[src/rtl/dmem_arbiter_pkg.sv]
// Shared definitions for the data-memory arbiter: state encodings,
// default widths and the starvation-counter width helper.
package dmem_arbiter_pkg;

  localparam int unsigned DEF_ADDR_W     = 32;
  localparam int unsigned DEF_DATA_W     = 32;
  localparam int unsigned DEF_STARVE_MAX = 8;

  // Port ownership states
  localparam logic [1:0] ST_CORE_OWN  = 2'd0;
  localparam logic [1:0] ST_EXT_FORCE = 2'd1;
  localparam logic [1:0] ST_EXT_LOCK  = 2'd2;

  // Counter must be able to hold the value max itself
  function automatic int unsigned cnt_width(input int unsigned max);
    return (max < 1) ? 1 : $clog2(max + 1);
  endfunction

endpackage

[src/rtl/dmem_arbiter_starve_counter.sv]
// Saturating count of consecutive denied external cycles.
// hit flags the cycle in which an increment reaches (or sits at) the limit.
module starve_counter
  import dmem_arbiter_pkg::*;
#(
  parameter int unsigned MAX = DEF_STARVE_MAX,
  parameter int unsigned W   = cnt_width(MAX)
) (
  input  logic clk,
  input  logic rst,
  input  logic inc,
  input  logic clr,
  output logic hit
);

  localparam logic [W-1:0] LIMIT = W'(MAX);
  localparam logic [W-1:0] LAST  = W'(MAX - 1);

  logic [W-1:0] count;

  // An increment from LAST lands on LIMIT; a saturated counter keeps hitting
  assign hit = inc & ((count == LAST) | (count == LIMIT));

  // Count denied cycles, clearing on service or withdrawal, saturating at LIMIT
  always_ff @(posedge clk) begin
    if (!rst) begin
      count <= '0;
    end else if (clr) begin
      count <= '0;
    end else if (inc && (count != LIMIT)) begin
      count <= count + W'(1);
    end
  end

endmodule

[src/rtl/dmem_arbiter.sv]
// Shares the single Data_Memory port between the single-cycle core and one
// external master. The core has priority; a starvation counter forces an
// external grant, and a lock mode lets the external master hold the port.
module dmem_arbiter
  import dmem_arbiter_pkg::*;
#(
  parameter int unsigned ADDR_W     = DEF_ADDR_W,
  parameter int unsigned DATA_W     = DEF_DATA_W,
  parameter int unsigned STARVE_MAX = DEF_STARVE_MAX
) (
  input  logic              clk,
  input  logic              rst,
  // core load/store side
  input  logic              core_req,
  input  logic              core_we,
  input  logic [ADDR_W-1:0] core_addr,
  input  logic [DATA_W-1:0] core_wdata,
  output logic [DATA_W-1:0] core_rdata,
  output logic              core_stall,
  // external master side
  input  logic              ext_valid,
  output logic              ext_ready,
  input  logic              ext_we,
  input  logic [ADDR_W-1:0] ext_addr,
  input  logic [DATA_W-1:0] ext_wdata,
  input  logic              ext_lock,
  output logic              ext_rvalid,
  output logic [DATA_W-1:0] ext_rdata,
  // Data_Memory port
  output logic              mem_we,
  output logic [ADDR_W-1:0] mem_a,
  output logic [DATA_W-1:0] mem_wd,
  input  logic [DATA_W-1:0] mem_rd
);

  logic [1:0] state;
  logic [1:0] state_nxt;
  logic       core_drives;
  logic       ext_read_accept;
  logic       starve_inc;
  logic       starve_clr;
  logic       starve_hit;

  // Same-cycle grant decision; all handshake outputs held low during reset
  always_comb begin
    ext_ready   = 1'b0;
    core_stall  = 1'b0;
    core_drives = 1'b0;
    if (rst) begin
      case (state)
        ST_EXT_FORCE: begin
          ext_ready  = ext_valid;
          core_stall = core_req;
        end
        ST_EXT_LOCK: begin
          ext_ready  = ext_valid;
          core_stall = 1'b1;
        end
        default: begin
          core_drives = core_req;
          ext_ready   = ext_valid & ~core_req;
        end
      endcase
    end
  end

  // Memory port mux; a write strobe only ever follows a granted requester
  always_comb begin
    if (core_drives) begin
      mem_a  = core_addr;
      mem_wd = core_wdata;
      mem_we = core_we;
    end else begin
      mem_a  = ext_addr;
      mem_wd = ext_wdata;
      mem_we = ext_ready & ext_we;
    end
  end

  assign core_rdata      = mem_rd;
  assign ext_read_accept = ext_ready & ~ext_we;

  assign starve_inc = ext_valid & ~ext_ready;
  assign starve_clr = ~ext_valid | ext_ready;

  starve_counter #(
    .MAX (STARVE_MAX),
    .W   (cnt_width(STARVE_MAX))
  ) u_starve (
    .clk (clk),
    .rst (rst),
    .inc (starve_inc),
    .clr (starve_clr),
    .hit (starve_hit)
  );

  // Next-state: a locked acceptance wins from any state, else per-state exit
  always_comb begin
    state_nxt = state;
    case (state)
      ST_CORE_OWN:  if (starve_hit) state_nxt = ST_EXT_FORCE;
      ST_EXT_FORCE: state_nxt = ST_CORE_OWN;
      ST_EXT_LOCK:  if (!ext_lock) state_nxt = ST_CORE_OWN;
      default:      state_nxt = ST_CORE_OWN;
    endcase
    if (ext_ready && ext_lock) begin
      state_nxt = ST_EXT_LOCK;
    end
  end

  // Ownership state register
  always_ff @(posedge clk) begin
    if (!rst) begin
      state <= ST_CORE_OWN;
    end else begin
      state <= state_nxt;
    end
  end

  // Registered read response; data holds until the next accepted read
  always_ff @(posedge clk) begin
    if (!rst) begin
      ext_rvalid <= 1'b0;
      ext_rdata  <= '0;
    end else begin
      ext_rvalid <= ext_read_accept;
      if (ext_read_accept) begin
        ext_rdata <= mem_rd;
      end
    end
  end

  // A stalled core must never see its store reach memory
  a_no_stalled_store: assert property (@(posedge clk) core_stall |-> !core_drives);
  // No write strobe while reset is asserted
  a_no_we_in_reset: assert property (@(posedge clk) !rst |-> !mem_we);

endmodule

[config.mk]
export PLATFORM = sky130hd
export DESIGN_NAME = dmem_arbiter
export DESIGN_NICKNAME = d
export VERILOG_FILES = /design/src/rtl/dmem_arbiter_pkg.sv /design/src/rtl/dmem_arbiter_starve_counter.sv /design/src/rtl/dmem_arbiter.sv
export SDC_FILE = /design/constraint.sdc
export NUM_CORES = 1
export LEC_CHECK = 0
export CAP_MARGIN = 20
export CORE_AREA = 2 2 116 118
export DETAILED_ROUTE_END_ITERATION = 12
export DIE_AREA = 0 0 118 120
export PLACE_DENSITY = 0.69
export RECOVER_POWER = 50
export SETUP_SLACK_MARGIN = 0.3
export SYNTH_ARGS = -nofsm -noshare
export SYNTH_HDL_FRONTEND = slang
export SYNTH_SLANG_ARGS = --single-unit
export TNS_END_PERCENT = 20
[constraint.sdc]
create_clock -name clk -period 4.8 [get_ports clk]
set_input_delay 0.48 -clock clk [delete_from_list [all_inputs] [get_ports clk]]
set_output_delay 0.48 -clock clk [all_outputs]
set_load 0.005 [all_outputs]
# == Word-level counts from Yosys, hierarchy flattened ==
# Index checks and enable logic that the tools add are counted.
# classes
eq_ne,9
reduce_logical,8
bitwise,12
addsub,1
mux,13
# op_table
cell,count
$mux 32,2
$mux 1,6
$mux 2,3
$ne 3x3->1 const B,2
$reduce_or 2->1,3
$and 1x1->1,5
$not 1->1,5
$add 4x1->4 const B,1
$eq 4x3->1 const B,1
$eq 4x4->1 const B,1
$ne 2x2->1 const B,2
$ne 4x4->1 const B,1
$pmux 2 s2,1
$reduce_and 2->1,2
$eq 2x1->1 const B,1
$eq 2x2->1 const B,1
$logic_and 1x1->1,2
$logic_not 2->1,1
$or 1x1->1,2
$pmux 1 s2,1
# word_totals
inputBits,167
word_cells,48
register_bits,39
out_inout_bits,132

# == Longest topological paths before layout ==
# Gate-level depths: netlist (run 1).
# logic_depth
ltp_word,10
ltp_mapped,7
mapped_depth_nobuf,5

# == By module ==
# Synthesis (run 1) repeated with hierarchy kept, for this count alone.
# hier_totals
hier_cells,304
area_unflattened_um2,2728.9
# by_module_without_submodules
mod,area_each_um2,cells_per_inst,seq_area_each_um2,instances
dmem_arbiter,2493.6,278,700.7,1
starve_counter,235.2,26,80.1,1

# == Worst setup path after synthesis (run 1) ==
# No wires, ideal clock.
# synth_path
kind,register to output
start,register state[0]
end,output port mem_a[0]
t_required_ps,4320
slack_ps,2839
arrival_time_ps,1481
stages_incl_launch_ff,8
cell_sequence,dfxtp_1 inv_1 ha_1 nor2b_1 buf_4 nand2_8 buf_6 mux2_4
# synth_between
elab_chain_cells,5
elab_cells_between_ends,6
classes_between,eq/ne (2); mux (3); reduce/logical (1)
# synth_rtl
element,line_no,rtl
start: declaration,dmem_arbiter.sv:36,logic [1:0] state;
start signal: assignment,dmem_arbiter.sv:116,state <= state_nxt;
$eq 2x2->1 / $eq 2x1->1 (equally long branches),dmem_arbiter.sv:50,case (state)
$reduce_or 2->1 (no line) (*),--,
$mux 1 (*),dmem_arbiter.sv:50,
$mux 1 (*),dmem_arbiter.sv:49,if (rst) begin
$mux 32 (*),dmem_arbiter.sv:69,if (core_drives) begin
end: declaration,dmem_arbiter.sv:31,"output logic [ADDR_W-1:0] mem_a,"
# Mark *: on every way between the ends. The rest lies on a longest branch, timed or not.

# == Final worst setup path (run 1) ==
# layout_path
start,input port ext_we
end,output port mem_we
# layout_between
elab_chain_cells,2
# layout_rtl
element,line_no,rtl
start: declaration,dmem_arbiter.sv:23,"input logic ext_we,"
$and 1x1->1,dmem_arbiter.sv:76,mem_we = ext_ready & ext_we;
$mux 1,dmem_arbiter.sv:69,
end: declaration,dmem_arbiter.sv:30,"output logic mem_we,"
# Every way passes these cells.

==> run_results.csv, run 1 <==
group,metric,value,unit
timing,worst_pin_slew,1.56,ns
logic_synthesis,yosys_most_used_dff,"sky130_fd_sc_hd__dfxtp_1",
timing,max_slew_margin,-0.0381,
logic_synthesis,yosys-mux-area-fraction,0.304,
detailed_routing,detail-route-antenna-nets,0,
cts,cts_tree,"yes",
status,run_status,"complete, but fails checks",
floorplan,floorplan.core_area,13000,um^2
worst_setup_path,r2r_setup_slack,2.55,ns
timing,layout_setup_ws,1.40,ns
detailed_routing,detailedRoute.firstIterationViolations,225,
cells_and_area,post_route_cells_drive_above_1_share,0.141,
job,number_of_maximum_capacitance_constraint_violations,1,
cts,clock_tree.root_cell,"sky130_fd_sc_hd__clkbuf_16",
placement,post-dp-hpwl,11500,um
logic_synthesis,synth_xor_xnor_area_share,0,
global_route,globalRouteOverflowTotal,0,
power_and_ir_drop,clock_power_share,0.332,
floorplan,row_count,42,
timing,post-route-period-util,0.707,
logic_synthesis,synth_nets,484,
global_route,number_of_global_route_vias_before_repair,3500,
cts,clock_network_latency_to_the_later_pin_of_the_worst_skew_pair,0.28,ns
logic_synthesis,asyncSetResetFlopFracSynth,0,
logic_synthesis,area_fraction_in_compound_gates_after_synthesis,0.167,
timing,hold_violations,0,
global_route,groute.usage.overall,0.195,
worst_setup_path,reg2regPathDepth,6,
worst_setup_path,critical_path.startpoint_type,"input pin",
logic_synthesis,syn-instance-count,312,
worst_setup_path,crit_path_max_fanout,35,
placement,gp_weighted_congestion,0.923,
power_and_ir_drop,cellLeakagePower,2.45,nW
worst_setup_path,critical_path_depth,4,
detailed_routing,routed-via-count,3445,
timing,timing.hold.ws,0.464,ns
timing,setup_tns,0,ns
worst_setup_path,critical_path_required,4.32,ns
min_path,worst_min_delay_path_class,"flip-flop to flip-flop",
worst_setup_path,worst_path_max_delay_cell,"sky130_fd_sc_hd__clkbuf_1",
logic_synthesis,post_synth_fa_ha_maj_area_fraction,0.0201,
cells_and_area,num-nets-final,730,
cells_and_area,area_growth_syn_to_layout,95.4,%
cts,cts_setup_buffers,0,
worst_setup_path,cpLargestDelayFamily,"buffers and inverters",
worst_setup_path,worst_ep_arrival_time,2.92,ns
worst_setup_path,timing.critical_path.buf_inv,3,
power_and_ir_drop,cell_internal_pwr,0.000888,W
power_and_ir_drop,max-vdd-ir-drop,0.190,mV
detailed_routing,remaining_routing_drc_violations,0,
timing,max_clock_freq,295,MHz
timing,rsz0062_at_grt,"false",
cts,post_cts_hold_buffer_count,0,
power_and_ir_drop,switching_power_total,0.000288,W
cts,cts_buffers,5,
global_route,grt_antenna_before_repair,0,
power_and_ir_drop,combPwrFrac,0.384,
detailed_routing,detail_route.first_pass.iterations,4,
logic_synthesis,synth_area,3110,um^2
timing,timing.final.crit_period,3.40,ns
min_path,whs_path_depth,2,
logic_synthesis,combinational_family_with_the_most_area_after_synthesis,"multiplexers",
cts,cts-resized-gates,0,
power_and_ir_drop,power,0.00118,W
global_route,largest_net_degree_at_the_start_of_global_routing,65,
logic_synthesis,synth.ff_latch_count,39,
floorplan,die_width,118,um
cts,cts.htree.levels,2,
worst_setup_path,crit_path_max_incr_delay,1.13,ns
cts,cts_buffer_depth,2,
power_and_ir_drop,sequentialPowerShare,0.285,
cts,cts_clk_pin_slew_worst_paths,0.06,ns
power_and_ir_drop,power_dens_cells,194,nW/um^2
worst_setup_path,crit_chain,"dlygate4sd3_1, clkbuf_1, a32o_1, clkdlybuf4s50_1",
detailed_routing,finalWirelength,14500,um
cells_and_area,nFillCells,1219,
cts,clock_sink_count,39,
floorplan,die_h,120,um
logic_synthesis,yosys_warning_count,0,
logic_synthesis,edff_count_synth,0,
logic_synthesis,synth.avg_cell_area,9.97,um^2
status,failed_checks,"max-capacitance violations, max-slew violations",
floorplan,start_util,0.240,
timing,setup_viol,0,
logic_synthesis,synth_simple_gate_area_frac,0.105,
global_route,grt_pass1_wl,21400,um
floorplan,ios,299,
placement,worst_setup_slack_post_dpl,1.64,ns
worst_setup_path,worst-setup-path-type,"input pin to primary output",
power_and_ir_drop,swShare,0.245,
logic_synthesis,synth-seq-area-share,0.251,
placement,placement.io_buffers,298,
detailed_routing,route.detailed.vias_per_inst,4.69,
timing,number_of_max_slew_violations_in_the_final_report,36,
worst_setup_path,worst_setup_path_end_kind,"primary output",
cells_and_area,insertedDiodeCount,0,
floorplan,design.die.area,14200,um^2
timing,final.setup_skew,0.00384,ns
detailed_routing,drt-wirelength-per-cell,19.7,um
logic_synthesis,synth_cell_type_count,34,
through the flow:
step,cell area [um^2],cells,util
4_1_cts,6090,735,0.469
6_report,6080,735,0.468
3_5_place_dp,5920,727,0.456
5_1_grt,6080,735,0.468
2_1_floorplan,3110,312,-
3_3_place_gp,5920,727,0.456
worst register-to-register path: stages, from the launching register on:
cell                       delay, ns
sky130_fd_sc_hd__dfxtp_1        0.36
sky130_fd_sc_hd__inv_1          0.07
sky130_fd_sc_hd__ha_1           0.31
sky130_fd_sc_hd__nor2b_1        0.38
sky130_fd_sc_hd__buf_4          0.50
sky130_fd_sc_hd__o221ai_1       0.23
sky130_fd_sc_hd__a32o_1         0.29
synthesized netlist by cell type (4+ instances only):
cell type                  number  share of area
sky130_fd_sc_hd__a21oi_1       35          0.056
sky130_fd_sc_hd__buf_2         10          0.016
sky130_fd_sc_hd__buf_4         37          0.089
sky130_fd_sc_hd__buf_6          7          0.025
sky130_fd_sc_hd__clkbuf_1      11          0.013
sky130_fd_sc_hd__dfxtp_1       39           0.25
sky130_fd_sc_hd__ha_1           5          0.020
sky130_fd_sc_hd__inv_1          6         0.0072
sky130_fd_sc_hd__mux2_2         4          0.014
sky130_fd_sc_hd__mux2_4        60           0.29
sky130_fd_sc_hd__nand2_1        5         0.0060
sky130_fd_sc_hd__nand4_1       32          0.064
sky130_fd_sc_hd__o31ai_1       33          0.080
flip-flops by register name, indices dropped and copies added, names as in the netlist:
signal	flops
u_starve.count	4
state	2
ext_rvalid	1
ext_rdata	32
per-layer routing:
layer / track usage / part of all wire / up-vias
met5: 0 / 0 / -
met4: 0.0339 / 0.0059 / 0
met3: 0.0589 / 0.079 / 5
met2: 0.348 / 0.51 / 183
met1: 0.232 / 0.41 / 1627
li1: - / - / 1630
cell usage in the layout (no fill, tap or decap), drive strengths merged, types with 2 or more instances in the layout:
| cell type | instances |
|---|---|
| a21oi | 35 |
| nand4 | 32 |
| o2111ai | 2 |
| o31ai | 34 |
| ha | 5 |
| and2 | 2 |
| mux2 | 64 |
| clkdlybuf4s50 | 232 |
| a32o | 2 |
| nor2 | 2 |
| buf | 4 |
| nand2 | 6 |
| nand3 | 2 |
| and3b | 2 |
| dlygate4sd3 | 66 |
| inv | 6 |
| clkbuf | 8 |
| o21ai | 3 |
| nand2b | 2 |
| dfxtp | 39 |
| clkinv | 2 |
cell type report:
cell class              count  area, um^2  area share
clock buffers               6         139      0.0229
well taps                 176         220      0.0362
flip-flops and latches     39         781       0.128
repair buffers            304        3020       0.497
inverters                   7        26.3     0.00432
multi-input cells         201        1860       0.305
clock inverters             2        35.0     0.00576
final timing paths:
check          startpoint            to
max                ext_we        mem_we
min          ext_rdata[8]  ext_rdata[8]
max reg2reg      state[1]      state[1]
min reg2reg  ext_rdata[8]  ext_rdata[8]
power by group through the flow:
stage          logic [W]  registers [W]  clock network, W
6_report        0.000451       0.000335          0.000390
5_1_grt         0.000474       0.000336          0.000412
4_1_cts         0.000465       0.000335          0.000398
3_5_place_dp    0.000460       0.000343                 0
3_3_place_gp    0.000459       0.000342                 0
2_1_floorplan   0.000182       0.000343                 0
cell families (layout without fill, tap and decap cells):
logic type | Yosys count | after routing
AOI/OAI and AO/OA | 80 | 80
adders and majority gates | 5 | 5
DFF | 39 | 39
buffers and inverters | 72 | 319
and+or+nand+nor | 52 | 52
muxes | 64 | 64
Power figures use the tool's default switching activity.
==> run 2, diff against run 1 <==
==> constraint.sdc (replaced) <==
create_clock -name clk -period 3.4 [get_ports clk]
set_input_delay 0.34 -clock clk [delete_from_list [all_inputs] [get_ports clk]]
set_output_delay 0.34 -clock clk [all_outputs]
set_load 0.005 [all_outputs]
==> run 2 against run 1 <==
Compared with the run above:
- the flow now finishes without violations
- first-iteration DRC count decreased by 21%
- non-clock buffer count increased by 3
- wire length decreased by 0.83%
- clock power increased by 41%
- via count increased by 0.35%
- highest routed layer unchanged
==> run_results.csv, run 2 (same netlist as run 1, synthesis figures left out) <==
group,metric,value,unit
timing,timing.final.crit_period,2.92,ns
cells_and_area,area_growth_syn_to_layout,96.7,%
status,run_status,"finished clean",
detailed_routing,route.detailed.vias_per_inst,4.68,
detailed_routing,detail-route-antenna-nets,0,
timing,max_clock_freq,343,MHz
worst_setup_path,worst_ep_arrival_time,2.58,ns
min_path,worst_min_delay_path_class,"flip-flop to flip-flop",
cells_and_area,insertedDiodeCount,0,
placement,gp_weighted_congestion,0.898,
cells_and_area,reg.largest.list,"ext_rdata x32, u_starve.count x4, state x2",
detailed_routing,detailedRoute.firstIterationViolations,178,
cells_and_area,num-nets-final,733,
cells_and_area,final_common_cell,"sky130_fd_sc_hd__clkdlybuf4s50_1",
detailed_routing,drt-wirelength-per-cell,19.5,um
worst_setup_path,worst-setup-path-type,"flip-flop to primary output",
global_route,number_of_global_route_vias_before_repair,3540,
global_route,grt_antenna_before_repair,0,
global_route,grt_use_met3,0.0594,
cells_and_area,post_route_cells_drive_above_1_share,0.151,
placement,post-dp-hpwl,11400,um
detailed_routing,finalWirelength,14400,um
timing,setup_viol,0,
timing,max_slew_margin,0.328,
worst_setup_path,critical_path_required,3.06,ns
cts,clock_network_latency_to_the_later_pin_of_the_worst_skew_pair,0.28,ns
timing,setup_tns,0,ns
detailed_routing,routed-via-count,3457,
timing,final.setup_skew,0.00447,ns
floorplan,die_h,120,um
timing,rsz0062_at_grt,"false",
timing,number_of_max_slew_violations_in_the_final_report,0,
cts,clock_tree.root_cell,"sky130_fd_sc_hd__clkbuf_16",
global_route,groute.usage.overall,0.192,
floorplan,design.die.area,14200,um^2
floorplan,start_util,0.240,
timing,hold_violations,0,
worst_setup_path,worst_setup_path_end_kind,"primary output",
timing,timing.hold.ws,0.465,ns
worst_setup_path,critical_path.startpoint_type,"flip-flop",
global_route,largest_net_degree_at_the_start_of_global_routing,42,
floorplan,ios,299,
cts,cts_buffers,5,
cts,cts_tree,"yes",
floorplan,row_count,42,
cts,cts.htree.levels,2,
power_and_ir_drop,cellLeakagePower,2.48,nW
cells_and_area,largest_register_ffs,32,
worst_setup_path,crit_path_max_fanout,35,
timing,worst_pin_slew,1.01,ns
cts,post_cts_hold_buffer_count,0,
global_route,grt.met1_usage,0.238,
cells_and_area,layout.cells.most_common_list,"sky130_fd_sc_hd__clkdlybuf4s50_1, sky130_fd_sc_hd__dlygate4sd3_1, sky130_fd_sc_hd__mux2_4, sky130_fd_sc_hd__dfxtp_1, sky130_fd_sc_hd__a21oi_1",
detailed_routing,detail_route.first_pass.iterations,4,
job,number_of_maximum_capacitance_constraint_violations,0,
detailed_routing,remaining_routing_drc_violations,0,
cts,cts_buffer_depth,2,
cells_and_area,top_register,"ext_rdata",
timing,post-route-period-util,0.859,
placement,placement.io_buffers,298,
cts,clock_sink_count,39,
power_and_ir_drop,power_dens_cells,272,nW/um^2
cts,cts_setup_buffers,0,
global_route,globalRouteOverflowTotal,0,
power_and_ir_drop,max-vdd-ir-drop,0.162,mV
global_route,grt.busiest_layer,"met2",
cts,cts_clk_pin_slew_worst_paths,0.06,ns
global_route,groute.layer.met2.usage,0.330,
global_route,grt_pass1_wl,21200,um
floorplan,floorplan.core_area,13000,um^2
floorplan,die_width,118,um
-- run 2: report_power, final --
group	internal, W	total, W	leakage [nW]	switching (W)
clock	0.000365	0.000548	0.0868	0.000183
combinational	0.000424	0.000642	2.08	0.000218
sequential	0.000468	0.000473	0.316	0.00000532
-- run 2: path summary, 6_finish.rpt --
| kind | startpoint | end | slack (ns) | cells past startpoint |
|---|---|---|---|---|
| worst max-delay path | state[0] | mem_wd[18] | 0.48 | 7 |
| worst min register to register | ext_rdata[10] | ext_rdata[10] | 0.46 | 2 |
| worst max register to register | state[0] | state[1] | 1.36 | 6 |
| worst min-delay path | ext_rdata[10] | ext_rdata[10] | 0.46 | 2 |
-- run 2: worst max-delay path: stages (launching register included) --
cell,delay (ns)
sky130_fd_sc_hd__dfxtp_1,0.33
sky130_fd_sc_hd__inv_1,0.08
sky130_fd_sc_hd__ha_1,0.36
sky130_fd_sc_hd__nor2b_4,0.20
sky130_fd_sc_hd__nand2_8,0.23
sky130_fd_sc_hd__buf_4,0.32
sky130_fd_sc_hd__mux2_4,0.31
sky130_fd_sc_hd__clkdlybuf4s50_1,0.46
-- run 2: metrics by stage --
| step | utilization | instances | total power [W] | worst slack, ns | instance area [um^2] |
|---|---|---|---|---|---|
| 6_report | 0.471 | 738 | 0.00166 | 0.481 | 6120 |
| 2_1_floorplan | - | 312 | 0.000741 | 1.58 | 3110 |
| 3_3_place_gp | 0.458 | 730 | 0.00113 | 0.594 | 5940 |
| 3_5_place_dp | 0.458 | 730 | 0.00114 | 0.523 | 5940 |
| 5_1_grt | 0.471 | 738 | 0.00173 | 0.302 | 6120 |
| 4_1_cts | 0.471 | 738 | 0.00169 | 0.429 | 6110 |
-- run 2: repair_timing --
item | 4_1_cts | 5_1_grt
hold endpoints to repair | 0 | 0
gates resized for setup | 0 | 1
setup endpoints to repair | 0 | 16
-- run 2: final cells by class --
cell class / instances / area (um^2)
fill: 1235 / 6860
multi-input combinational: 201 / 1860
sequential: 39 / 781
inverter: 7 / 26.3
clock buffer: 6 / 139
tap: 176 / 220
clock inverter: 2 / 35.0
timing repair buffer: 307 / 3050
-- run 2: routing by layer --
metal,vias to the layer above,part of all wire
li1,1636,-
met1,1617,0.43
met2,188,0.48
met3,16,0.079
met4,0,0.010
met5,-,0
==> run 3, diff against run 2 <==
--- a/config.mk
+++ b/config.mk
@@ -12,6 +12,7 @@
 export PLACE_DENSITY = 0.69
 export RECOVER_POWER = 50
 export SETUP_SLACK_MARGIN = 0.3
+export SLEW_MARGIN = 25
 export SYNTH_ARGS = -nofsm -noshare
 export SYNTH_HDL_FRONTEND = slang
 export SYNTH_SLANG_ARGS = --single-unit
==> results of run 3 <==
Final layout, timing and power as in run 2 (identical DEF).
